`src/rtl/key_event_scan.sv`:
```
// rtl/key_event_scan.sv - synchronised, debounced active-low keys with a single-slot press-event output
// Optional auto-repeat of held keys is built when KEY_REPEAT_EN is defined.
module key_event_scan #(
    parameter int N_KEYS       = 4,
    parameter int DEBOUNCE_CYC = 1000000,
    parameter int REPEAT_DELAY = 25000000,
    parameter int REPEAT_RATE  = 5000000
) (
    input  logic                                        clk_50M,
    input  logic                                        rst_n,
    input  logic [N_KEYS-1:0]                           key_n,
    output logic [N_KEYS-1:0]                           key_state,
    output logic                                        evt_valid,
    input  logic                                        evt_ready,
    output logic [((N_KEYS > 1) ? $clog2(N_KEYS) : 1)-1:0] evt_key,
    output logic                                        evt_rpt,
    output logic                                        evt_ovf
);

    localparam int KW = (N_KEYS > 1) ? $clog2(N_KEYS) : 1;
    localparam int CW = $clog2(DEBOUNCE_CYC);
    localparam logic [CW-1:0] CNT_END = CW'(DEBOUNCE_CYC - 1);

    typedef enum logic {
        SLOT_EMPTY,
        SLOT_FULL
    } slot_t;

    logic [N_KEYS-1:0] sync_q1;
    logic [N_KEYS-1:0] sync_q2;
    logic [N_KEYS-1:0] level;
    logic [N_KEYS-1:0] differ;
    logic [N_KEYS-1:0] at_end;
    logic [N_KEYS-1:0] press_flip;
    logic [N_KEYS-1:0] release_flip;
    logic [N_KEYS-1:0] rpt_fire;
    logic [N_KEYS-1:0] new_evt;
    logic [N_KEYS-1:0] db_state;
    logic [CW-1:0]     db_cnt [N_KEYS];

    slot_t             slot_q;
    slot_t             slot_d;
    logic [N_KEYS-1:0] pending_q;
    logic [N_KEYS-1:0] pending_d;
    logic [N_KEYS-1:0] take_mask;
    logic [N_KEYS-1:0] accept;
    logic              take;
    logic              ovf_d;
    logic [KW-1:0]     sel;
    logic [KW-1:0]     evt_key_q;
    logic              evt_ovf_q;

    // Synchronisers idle at 1 so a key held through reset looks like a fresh press.
    always_ff @(posedge clk_50M or negedge rst_n) begin
        if (!rst_n) begin
            sync_q1 <= '1;
            sync_q2 <= '1;
        end else begin
            sync_q1 <= key_n;
            sync_q2 <= sync_q1;
        end
    end

    assign level = ~sync_q2;

    always_comb begin
        differ = level ^ db_state;
        at_end = '0;
        for (int i = 0; i < N_KEYS; i++) begin
            at_end[i] = (db_cnt[i] == CNT_END);
        end
        press_flip   = differ & at_end & level;
        release_flip = differ & at_end & ~level;
    end

    always_ff @(posedge clk_50M or negedge rst_n) begin
        if (!rst_n) begin
            db_state <= '0;
            for (int i = 0; i < N_KEYS; i++) begin
                db_cnt[i] <= '0;
            end
        end else begin
            for (int i = 0; i < N_KEYS; i++) begin
                if (!differ[i]) begin
                    db_cnt[i] <= '0;
                end else if (at_end[i]) begin
                    db_cnt[i]   <= '0;
                    db_state[i] <= level[i];
                end else begin
                    db_cnt[i] <= db_cnt[i] + 1'b1;
                end
            end
        end
    end

    assign new_evt = press_flip | rpt_fire;

    // Lowest-index pending key wins the slot.
    always_comb begin
        sel = '0;
        for (int i = N_KEYS - 1; i >= 0; i--) begin
            if (pending_q[i]) begin
                sel = KW'(i);
            end
        end
    end

    always_comb begin
        slot_d = slot_q;
        take   = 1'b0;
        if ((|pending_q) && (slot_q == SLOT_EMPTY || evt_ready)) begin
            take   = 1'b1;
            slot_d = SLOT_FULL;
        end else if (slot_q == SLOT_FULL && evt_ready) begin
            slot_d = SLOT_EMPTY;
        end
    end

    // A pending bit being drained this edge is free to take a new event.
    always_comb begin
        take_mask = '0;
        if (take) begin
            take_mask[sel] = 1'b1;
        end
        accept    = new_evt & ~(pending_q & ~take_mask);
        ovf_d     = |(new_evt & pending_q & ~take_mask);
        pending_d = (pending_q & ~take_mask) | accept;
    end

    always_ff @(posedge clk_50M or negedge rst_n) begin
        if (!rst_n) begin
            slot_q    <= SLOT_EMPTY;
            pending_q <= '0;
            evt_key_q <= '0;
            evt_ovf_q <= 1'b0;
        end else begin
            slot_q    <= slot_d;
            pending_q <= pending_d;
            evt_ovf_q <= evt_ovf_q | ovf_d;
            if (take) begin
                evt_key_q <= sel;
            end
        end
    end

`ifdef KEY_REPEAT_EN
    localparam int RMAX = (REPEAT_DELAY > REPEAT_RATE) ? REPEAT_DELAY : REPEAT_RATE;
    localparam int RW   = $clog2(RMAX) + 1;
    localparam logic [RW-1:0] DELAY_END = RW'(REPEAT_DELAY - 1);
    localparam logic [RW-1:0] RATE_END  = RW'(REPEAT_RATE - 1);

    logic [RW-1:0]     rpt_cnt [N_KEYS];
    logic [N_KEYS-1:0] rpt_first;
    logic [N_KEYS-1:0] pend_rpt_q;
    logic              evt_rpt_q;

    // No repeat on the edge where the key is being released.
    always_comb begin
        rpt_fire = '0;
        for (int i = 0; i < N_KEYS; i++) begin
            rpt_fire[i] = db_state[i] && !release_flip[i] &&
                          (rpt_cnt[i] == (rpt_first[i] ? DELAY_END : RATE_END));
        end
    end

    always_ff @(posedge clk_50M or negedge rst_n) begin
        if (!rst_n) begin
            rpt_first  <= '1;
            pend_rpt_q <= '0;
            evt_rpt_q  <= 1'b0;
            for (int i = 0; i < N_KEYS; i++) begin
                rpt_cnt[i] <= '0;
            end
        end else begin
            for (int i = 0; i < N_KEYS; i++) begin
                if (!db_state[i] || release_flip[i]) begin
                    rpt_cnt[i]   <= '0;
                    rpt_first[i] <= 1'b1;
                end else if (rpt_fire[i]) begin
                    rpt_cnt[i]   <= '0;
                    rpt_first[i] <= 1'b0;
                end else begin
                    rpt_cnt[i] <= rpt_cnt[i] + 1'b1;
                end
                if (accept[i]) begin
                    pend_rpt_q[i] <= rpt_fire[i];
                end
            end
            if (take) begin
                evt_rpt_q <= pend_rpt_q[sel];
            end
        end
    end

    assign evt_rpt = evt_rpt_q;
`else
    assign rpt_fire = '0;
    assign evt_rpt  = 1'b0;
`endif

    assign key_state = db_state;
    assign evt_valid = (slot_q == SLOT_FULL);
    assign evt_key   = evt_key_q;
    assign evt_ovf   = evt_ovf_q;

endmodule

```
`config.mk`:
```
export PLATFORM = sky130hd
export DESIGN_NAME = key_event_scan
export DESIGN_NICKNAME = d
export VERILOG_FILES = /design/src/rtl/key_event_scan.sv
export SDC_FILE = /design/constraint.sdc
export NUM_CORES = 1
export LEC_CHECK = 0
export ABC_AREA = 1
export BUFFER_PORTS_ARGS = -buffer_cell sky130_fd_sc_hd__clkbuf_2
export CELL_PAD_IN_SITES_DETAIL_PLACEMENT = 0
export CELL_PAD_IN_SITES_GLOBAL_PLACEMENT = 2
export CORE_MARGIN = 2
export CORE_UTILIZATION = 37
export DETAILED_ROUTE_END_ITERATION = 16
export GPL_ROUTABILITY_DRIVEN = 0
export PLACE_DENSITY = 0.78
export SLEW_MARGIN = 20
export SYNTH_ARGS = -nofsm -noshare
export SYNTH_HDL_FRONTEND = slang
export SYNTH_SLANG_ARGS = --single-unit
```
`constraint.sdc`:
```
create_clock -name clk_50M -period 2 [get_ports clk_50M]
set_input_delay 0.4 -clock clk_50M [delete_from_list [all_inputs] [get_ports clk_50M]]
set_output_delay 0.4 -clock clk_50M [all_outputs]
set_load 0.005 [all_outputs]
```
# Word-level counts from Yosys, hierarchy flattened
# Index checks and enable logic that the tools add are counted.
classes:
  addsub: 4
  magnitude_cmp: 2
  n_eq_ne: 4
  n_mux: 18
  bitwise_logic: 13
  n_reduce_logical: 11
ops:
  columns: ["cell", "n"]
  rows:
  - ["20-bit 2-to-1 mux", 8]
  - ["20-bit by 1-bit adder with 20-bit output (second input constant)", 4]
  - ["20-bit == test (second input constant)", 4]
  - ["4-bit bitwise AND", 6]
  - ["4-bit NOT", 3]
  - ["2-bit 2-to-1 mux", 4]
  - ["2-bit AND reduction", 4]
  - ["4-bit OR reduction", 2]
  - ["1-bit 2-to-1 mux", 4]
  - ["4-bit 2-to-1 mux", 1]
  - ["4-bit OR", 1]
  - ["4-bit bitwise XOR", 1]
  - ["1-bit logical AND", 3]
  - ["2-bit by 3-bit less-than comparator with 1-bit output (second input constant)", 1]
  - ["1-bit demux with 2-bit select", 1]
  - ["2-bit by 1-bit >= comparator with 1-bit output (second input constant)", 1]
  - ["2-bit nonzero test", 1]
  - ["1-bit logical OR", 1]
  - ["1-bit NOT", 1]
  - ["1-bit OR", 1]
word_totals:
  regBits: 100
  in_bits: 7
  out_inout_bits: 9

# Depth between registers and ports, before layout
# Gate-level depths: netlist of the first run.
logic_depth:
  depth_word: 14
  mapped_depth: 10
  ltp_nobuf: 10

# Worst setup path before layout of the first run
# No wires, ideal clock.
synth_timing:
  path_type: "register to register"
  start: "register sync_q2[3]"
  end: "register db_cnt[13] (netlist bit)"
  arrival_ps: 1285
  t_required_ps: 1878
  slack_ps: 593
  path_stages_with_launch: 8
  n_path_buf: 0
  period_less_slack_ps: 1407
  path_cell_list: "dfstp_2 nor2_1 nor2_1 inv_1 nand2_4 inv_2 nand2_1 nor2_1"
synth_via:
  elab_chain_len: 3
synth_lines:
  columns: ["item", "line_no", "rtl"]
  rows:
  - ["start: declaration", "30", "logic [N_KEYS-1:0] sync_q2;"]
  - ["start signal: assignment", "60", "sync_q2 <= sync_q1;"]
  - ["4-bit NOT", "64", "assign level = ~sync_q2;"]
  - ["4-bit bitwise XOR", "67", "differ = level ^ db_state;"]
  - ["20-bit 2-to-1 mux", "84", "if (!differ[i]) begin"]
  - ["end signal: indexed assignment", "90", "db_cnt[i] <= db_cnt[i] + 1'b1;"]
  - ["end: declaration", "39", "logic [CW-1:0] db_cnt [N_KEYS];"]
# No other way between the ends.
# A chain may end at the register's enable or synchronous reset.

# Final worst setup path of the first run
layout_timing:
  start: "register db_cnt[60] (netlist bit)"
  end: "register db_cnt[63] (netlist bit)"
layout_via:
  elab_chain_len: 3
layout_lines:
  columns: ["item", "line_no", "rtl"]
  rows:
  - ["20-bit by 1-bit adder with 20-bit output or 20-bit == test (tied branches)", "90, 70", null]
  - ["20-bit 2-to-1 mux *", "86", "end else if (at_end[i]) begin"]
  - ["20-bit 2-to-1 mux *", "84", null]
# Mark *: on every way between the ends. The rest lies on a longest branch, timed or not.

==> qor.yml, run 1 <==
root_buffer: "clkbuf_16"
start_util_pct: 37.7
fin_ws_ns: 0.399
final_cell_mix: "170 x nor2_1, 141 x nand2_1, 92 x dfrtp_1"
fmax_mhz: 625
crit_buf_inv: 2
max-clock-path-buffers: 2
row_count: 44
crit_top_cell: "inv_1"
ys_types: 37
skew_ns: 0.00493
netlist_area_um2: 5430
grt_usage_pct: 17.6
switching_share_pct: 24.8
rr_worst_depth: 8
synthToLayoutAreaGrowth_pct: 11.7
vias: 4513
holdCritStartpoint: "key_n[2]"
finalHoldViolCount: 0
overflow: 0
status: "completed"
route.detailed.drc: 0
min_to: "sync_q1[2]$_DFF_PN1_"
setup_tns_ns: 0
intPower_mw: 2.99
clock_sinks: 100
seqPwrFrac_pct: 52.8
antenna_found_initial: 0
ys_ff_latch: 100
leakage_nw: 2.75
grt_start_max_net_pins: 52
wl_per_cell_um: 13.8
min_delay_path_depth: 1
crit_slowest_cell: "dfrtp_1"
worst_path_largest_cell_delay_ns: 0.41
ctsResizeCount: 0
cp_top_family: "simple AND/OR/NAND/NOR gates"
clock_power_share_pct: 42.8
power_frac_comb_pct: 4.4
finalSetupViolations: 0
worstSetupPathType: "reg2reg"
yosys_warnings: 0
drt-vias-per-instance: 4.88
layout_commonest_cell: "nor2_1"
ant_nets: 0
hpwlAfterDp_um: 9500
r2r_setup_slack_ns: 0.40
layout-drive-gt1-share_pct: 11.5
place_ws_ns: 0.402
r2r_end: "db_cnt[63]$_DFF_PN0_"
chipHeight_um: 125
arrival_ns: 1.87
core_area_um2: 14400
rsz0062_at_grt: "false"
die_w_um: 125
crit_path_max_fanout: 5
diodes: 0
grt_pass1_vias: 4559
pin_count: 16
syn_avg_cell_area_um2: 7.67
cts_tree: "yes"
worst_ir_drop_vdd_mv: 0.459
worstSkewPairLatency_ns: 0.35
timing.final.crit_share_pct: 80.1
drv_slew: 0
drt-initial-drc-count: 267
cts_made_buffers: 9
ctsHoldBuffers: 1
cap_violations: 0
crit_path_end_kind: "register"
die-area_um2: 15700
post_cts.repair.setup_buffers: 0
yosysSeqAreaShare_pct: 46.2
cp-start-kind: "register"
syn_inst: 708
period_needed_ns: 1.60
clk_pin_slew_ns: 0.07
firstDrtPassIters: 6
synth_nets: 719
switchingPower_mw: 0.985
path_cells: "ha_1 -> nand3_2 -> inv_1 -> nand2_1 -> nor2_1 -> nor2_2 -> inv_1 -> nor3_1"
power_density_nw_per_um2: 656
cp.required_ns: 2.27
r2r_start: "db_cnt[60]$_DFF_PN0_"
wl_um: 12700
nets: 747
cts_htree_levels: 3
grt_pass1_wl_um: 22300
hold_class: "in2reg"
io_buffers: 14
==> power groups by stage <==
stage	logic [mW]	registers, mW	clock network [mW]
after floorplan	0.0804	2.13	0
final	0.177	2.10	1.70
after global routing	0.208	2.11	1.86
after global placement	0.181	2.14	0
after CTS	0.185	2.10	1.78
after detailed placement	0.183	2.14	0
==> flip-flops by register name (all words and copies together) (netlist names) <==
name,count
evt_key,2
key_state,4
sync_q2,4
pending_q,4
sync_q1,4
evt_valid,1
db_cnt,80
evt_ovf,1
==> cells in the mapped netlist, drive strengths merged <==
master,instances,area (µm²)
nor2,181,737
nand2,148,578
dfrtp,92,2300
inv,81,304
nand3,49,265
nand4,31,194
nor3,28,171
xor2,25,219
o21ai,14,77.6
a21oi,10,50.1
dfstp,8,210
xnor2,8,70.1
a31oi,7,43.8
and3,4,26.3
buf,4,22.5
ha,4,50.1
o21bai,4,30.0
or2,3,21.3
nand3b,2,31.3
clkbuf,1,3.75
conb,1,3.75
nor3b,1,7.51
nor4,1,6.26
o31ai,1,7.51
==> metrics by stage <==
stage	utilization (%)	hold WS [ns]	total power, mW	area, µm²	std cells
floorplan	-	0.104	2.21	5430	708
global placement	40.0	0.346	2.32	5770	908
detailed placement	40.0	0.347	2.32	5770	908
CTS	42.1	0.106	4.06	6070	925
global route	42.1	0.104	4.17	6070	925
finish	42.1	0.123	3.98	6070	925
==> worst max path at each step <==
stage                         startpoint                   end  slack (ns)  cells past startpoint
CTS                 db_cnt[60]$_DFF_PN0_  db_cnt[63]$_DFF_PN0_        0.38                      8
finish              db_cnt[60]$_DFF_PN0_  db_cnt[63]$_DFF_PN0_        0.40                      8
floorplan           sync_q2[3]$_DFF_PN1_  db_cnt[13]$_DFF_PN0_        0.59                      7
detailed placement  db_cnt[60]$_DFF_PN0_  db_cnt[63]$_DFF_PN0_        0.40                      8
global route        db_cnt[60]$_DFF_PN0_  db_cnt[63]$_DFF_PN0_        0.21                      8
global placement    db_cnt[60]$_DFF_PN0_  db_cnt[63]$_DFF_PN0_        0.44                      8
==> worst reg2reg max path, delay by kind of cell, from the launching register on <==
family                     cells  cell delay (ns)
DFF                            1             0.41
buffers and inverters          2             0.25
adders and majority gates      1             0.24
and+or+nand+nor                5             0.62
==> per-layer routing <==
metal / vias up / track usage [%] / wire, µm
met5: - / 0 / 0
met4: 0 / 4.58 / 150
met3: 15 / 4.19 / 450
met2: 73 / 28.3 / 5880
met1: 2110 / 23.9 / 6250
li1: 2315 / - / -
==> area by class of cell <==
| class | count | area [µm²] |
|---|---|---|
| Fill cell | 1494 | 8360 |
| Clock inverter | 7 | 58.8 |
| Clock buffer | 9 | 225 |
| Timing Repair Buffer | 22 | 148 |
| Sequential cell | 100 | 2510 |
| Inverter | 81 | 304 |
| Multi-Input combinational cell | 522 | 2590 |
| Tap cell | 184 | 230 |
==> cell families after synthesis <==
group / share of synthesized area (%)
AND/OR/NAND/NOR: 37.5
flip-flops: 46.2
buffers and inverters: 6.08
AO/OA/AOI/OAI: 3.85
XOR/XNOR: 5.32
adder cells (fa/ha/maj): 0.921
other: 0.0690
(Power assumes the default switching activity.)
==> run 2, diff against run 1 <==
Settings changed: ABC_AREA 1 to 0, CORE_UTILIZATION 37 to 40.
Clock period 2 ns to 1.5 ns, I/O delays scaled along.
==> run 2 against run 1 <==
The run now ends with setup timing left. Design area is 23% higher. Clock skew grew 0.0030 ns. Maximum frequency fell by 7.5%. Cell count decreased by 9.8%. Flip-flop and latch count unchanged. Sequential share of layout area is 7.6 points lower. Clock-buffer cell count is 3 higher. Sequential power up 33%.
==> qor.yml, run 2 <==
status: "complete, but fails checks"
failed_checks: "setup timing"
worst_ir_drop_vdd_mv: 0.568
yosysSeqAreaShare_pct: 52.0
vias: 4351
r2r_end: "db_cnt[69]$_DFF_PN0_"
r2r_setup_slack_ns: -0.23
hpwlAfterDp_um: 8370
period_needed_ns: 1.73
grt_pass1_vias: 4276
synthArstFlopShare_pct: 100
drt-vias-per-instance: 5.22
finalCoreUtilization_pct: 62.5
worstSetupPathType: "reg2reg"
grt_usage_pct: 19.2
grt_pass1_wl_um: 19900
core_area_um2: 11900
min_to: "sync_q1[1]$_DFF_PN1_"
finalSetupViolations: 81
filler_cell_count: 986
ant_nets: 0
crit_path_max_fanout: 6
cap_violations: 0
rsz0062_at_grt: "true"
yosysMostFrequentCell: "dfrtp_1"
timing.final.crit_share_pct: 115
cts_made_buffers: 9
leakage_nw: 3.18
synthFlopType: "dfrtp_1"
crit_path_end_kind: "register"
antenna_found_initial: 0
synth_area_leader_cell: "dfrtp_1"
worstSkewPairLatency_ns: 0.35
rr_worst_depth: 8
netlist_area_um2: 4830
final_cell_mix: "147 x buf_4, 90 x dfrtp_1, 39 x nor2_1"
firstDrtPassIters: 4
chipHeight_um: 114
regMostFlops: "db_cnt"
clk_pin_slew_ns: 0.07
start_util_pct: 40.5
skew_ns: 0.00798
layout-drive-gt1-share_pct: 48.3
die-area_um2: 13000
yosysTopAreaCellShare_pct: 47.7
pin_count: 16
root_buffer: "clkbuf_16"
yosys-top-cells-area: "dfrtp_1 48%, nor2_1 5.1%, xor2_1 4.9%"
layout_commonest_cell: "buf_4"
finalNonFillerCells: 834
synth_edf_count: 0
cts_tree: "yes"
cp.required_ns: 1.73
wl_um: 12400
r2r_start: "db_cnt[67]$_DFF_PN0_"
synth_nets: 505
holdCritStartpoint: "key_n[1]"
row_count: 40
finalHoldViolCount: 0
cts_htree_levels: 3
largest_reg_flops: 80
clock_sinks: 100
route.detailed.drc: 0
max-clock-path-buffers: 2
grt_start_max_net_pins: 47
min_delay_path_depth: 1
synth_commonest_cells: "92 x dfrtp_1, 66 x nor2_1, 36 x nand3_1, 32 x nand2_1"
io_buffers: 14
drv_slew: 0
regArea_um2: 2510
ys_types: 49
syn_avg_cell_area_um2: 9.78
ys_ff_latch: 100
nets: 693
drt-initial-drc-count: 167
overflow: 0
fmax_mhz: 578
synthToLayoutAreaGrowth_pct: 54.1
whs_ns: 0.0290
fin_ws_ns: -0.231
arrival_ns: 1.97
power_density_nw_per_um2: 721
diodes: 0
setup_tns_ns: -11.36
wl_per_cell_um: 14.8
cp-start-kind: "register"
die_w_um: 114
multi_input_area_um2: 2880
dp_cells: 784
syn_inst: 494
yosys_warnings: 0
hold_class: "in2reg"
==> run 2: worst max path at each step <==
stage                         start                   end  slack (ns)  cells past startpoint
3_3_place_gp   db_cnt[12]$_DFF_PN0_  db_cnt[17]$_DFF_PN0_       -0.20                      4
5_1_grt        db_cnt[67]$_DFF_PN0_  db_cnt[79]$_DFF_PN0_       -0.30                      4
2_1_floorplan  db_cnt[12]$_DFF_PN0_  db_cnt[17]$_DFF_PN0_       -0.26                      5
3_5_place_dp   db_cnt[65]$_DFF_PN0_  db_cnt[79]$_DFF_PN0_       -0.23                      4
4_1_cts        db_cnt[60]$_DFF_PN0_  db_cnt[78]$_DFF_PN0_       -0.18                      5
6_report       db_cnt[67]$_DFF_PN0_  db_cnt[69]$_DFF_PN0_       -0.23                      8
==> run 2: cells by family after synthesis <==
logic type	count (synthesis)	share of synthesized area, %
DFF	100	52.0
and+or+nand+nor	241	26.5
xor gates and xnor gates	48	8.70
adders and majority gates	4	1.04
other	1	0.0776
AOI/OAI and AO/OA	76	9.56
buffers and inverters	24	2.07
==> run 2: final cells by class <==
cell class	instances	area share, %
sequential	100	33.8
tap	147	2.47
timing repair buffer	190	20.7
clock inverter	4	0.319
inverter	11	0.555
multi-input combinational	370	38.7
clock buffer	12	3.45
==> run 2: timing repair <==
action                                  4_1_cts  5_1_grt
hold buffers                                  1        0
gates cloned                                  0        3
pin swaps                                    24       39
hold endpoints to repair                      5        0
setup buffers                                12       20
endpoints found under the setup margin       79       88
resized for setup                            34      138
==> run 2: power breakdown <==
part | total (mW) | switching (mW) | internal, mW | leakage [nW]
logic | 0.354 | 0.193 | 0.161 | 1.69
clock network | 2.22 | 1.01 | 1.21 | 0.142
registers | 2.79 | 0.0429 | 2.75 | 1.35
==> run 2: stage by stage <==
| step | setup WS [ns] | power (mW) | instance area, µm² |
|---|---|---|---|
| after global routing | -0.296 | 5.56 | 7440 |
| after floorplan | -0.261 | 2.94 | 4960 |
| after detailed placement | -0.235 | 3.12 | 6220 |
| after CTS | -0.184 | 5.36 | 6740 |
| final | -0.231 | 5.37 | 7440 |
| after global placement | -0.197 | 3.11 | 6220 |
==> run 2: critical path, cell delays in order, from the launching register on <==
cell and delay (ns):
dfrtp_1 0.40, buf_6 0.12, buf_6 0.11, nor4b_4 0.34
nand2_4 0.10, o22ai_4 0.26, buf_6 0.14, buf_6 0.10
nor2_1 0.05
==> run 2: per-layer routing <==
layer / vias to the layer above / track usage, % / wire length, µm
li1: 2153 / - / -
met3: 17 / 4.73 / 307
met4: 0 / 5.45 / 188
met1: 2137 / 25.1 / 5750
met2: 44 / 32.0 / 6130
met5: - / 0 / 0
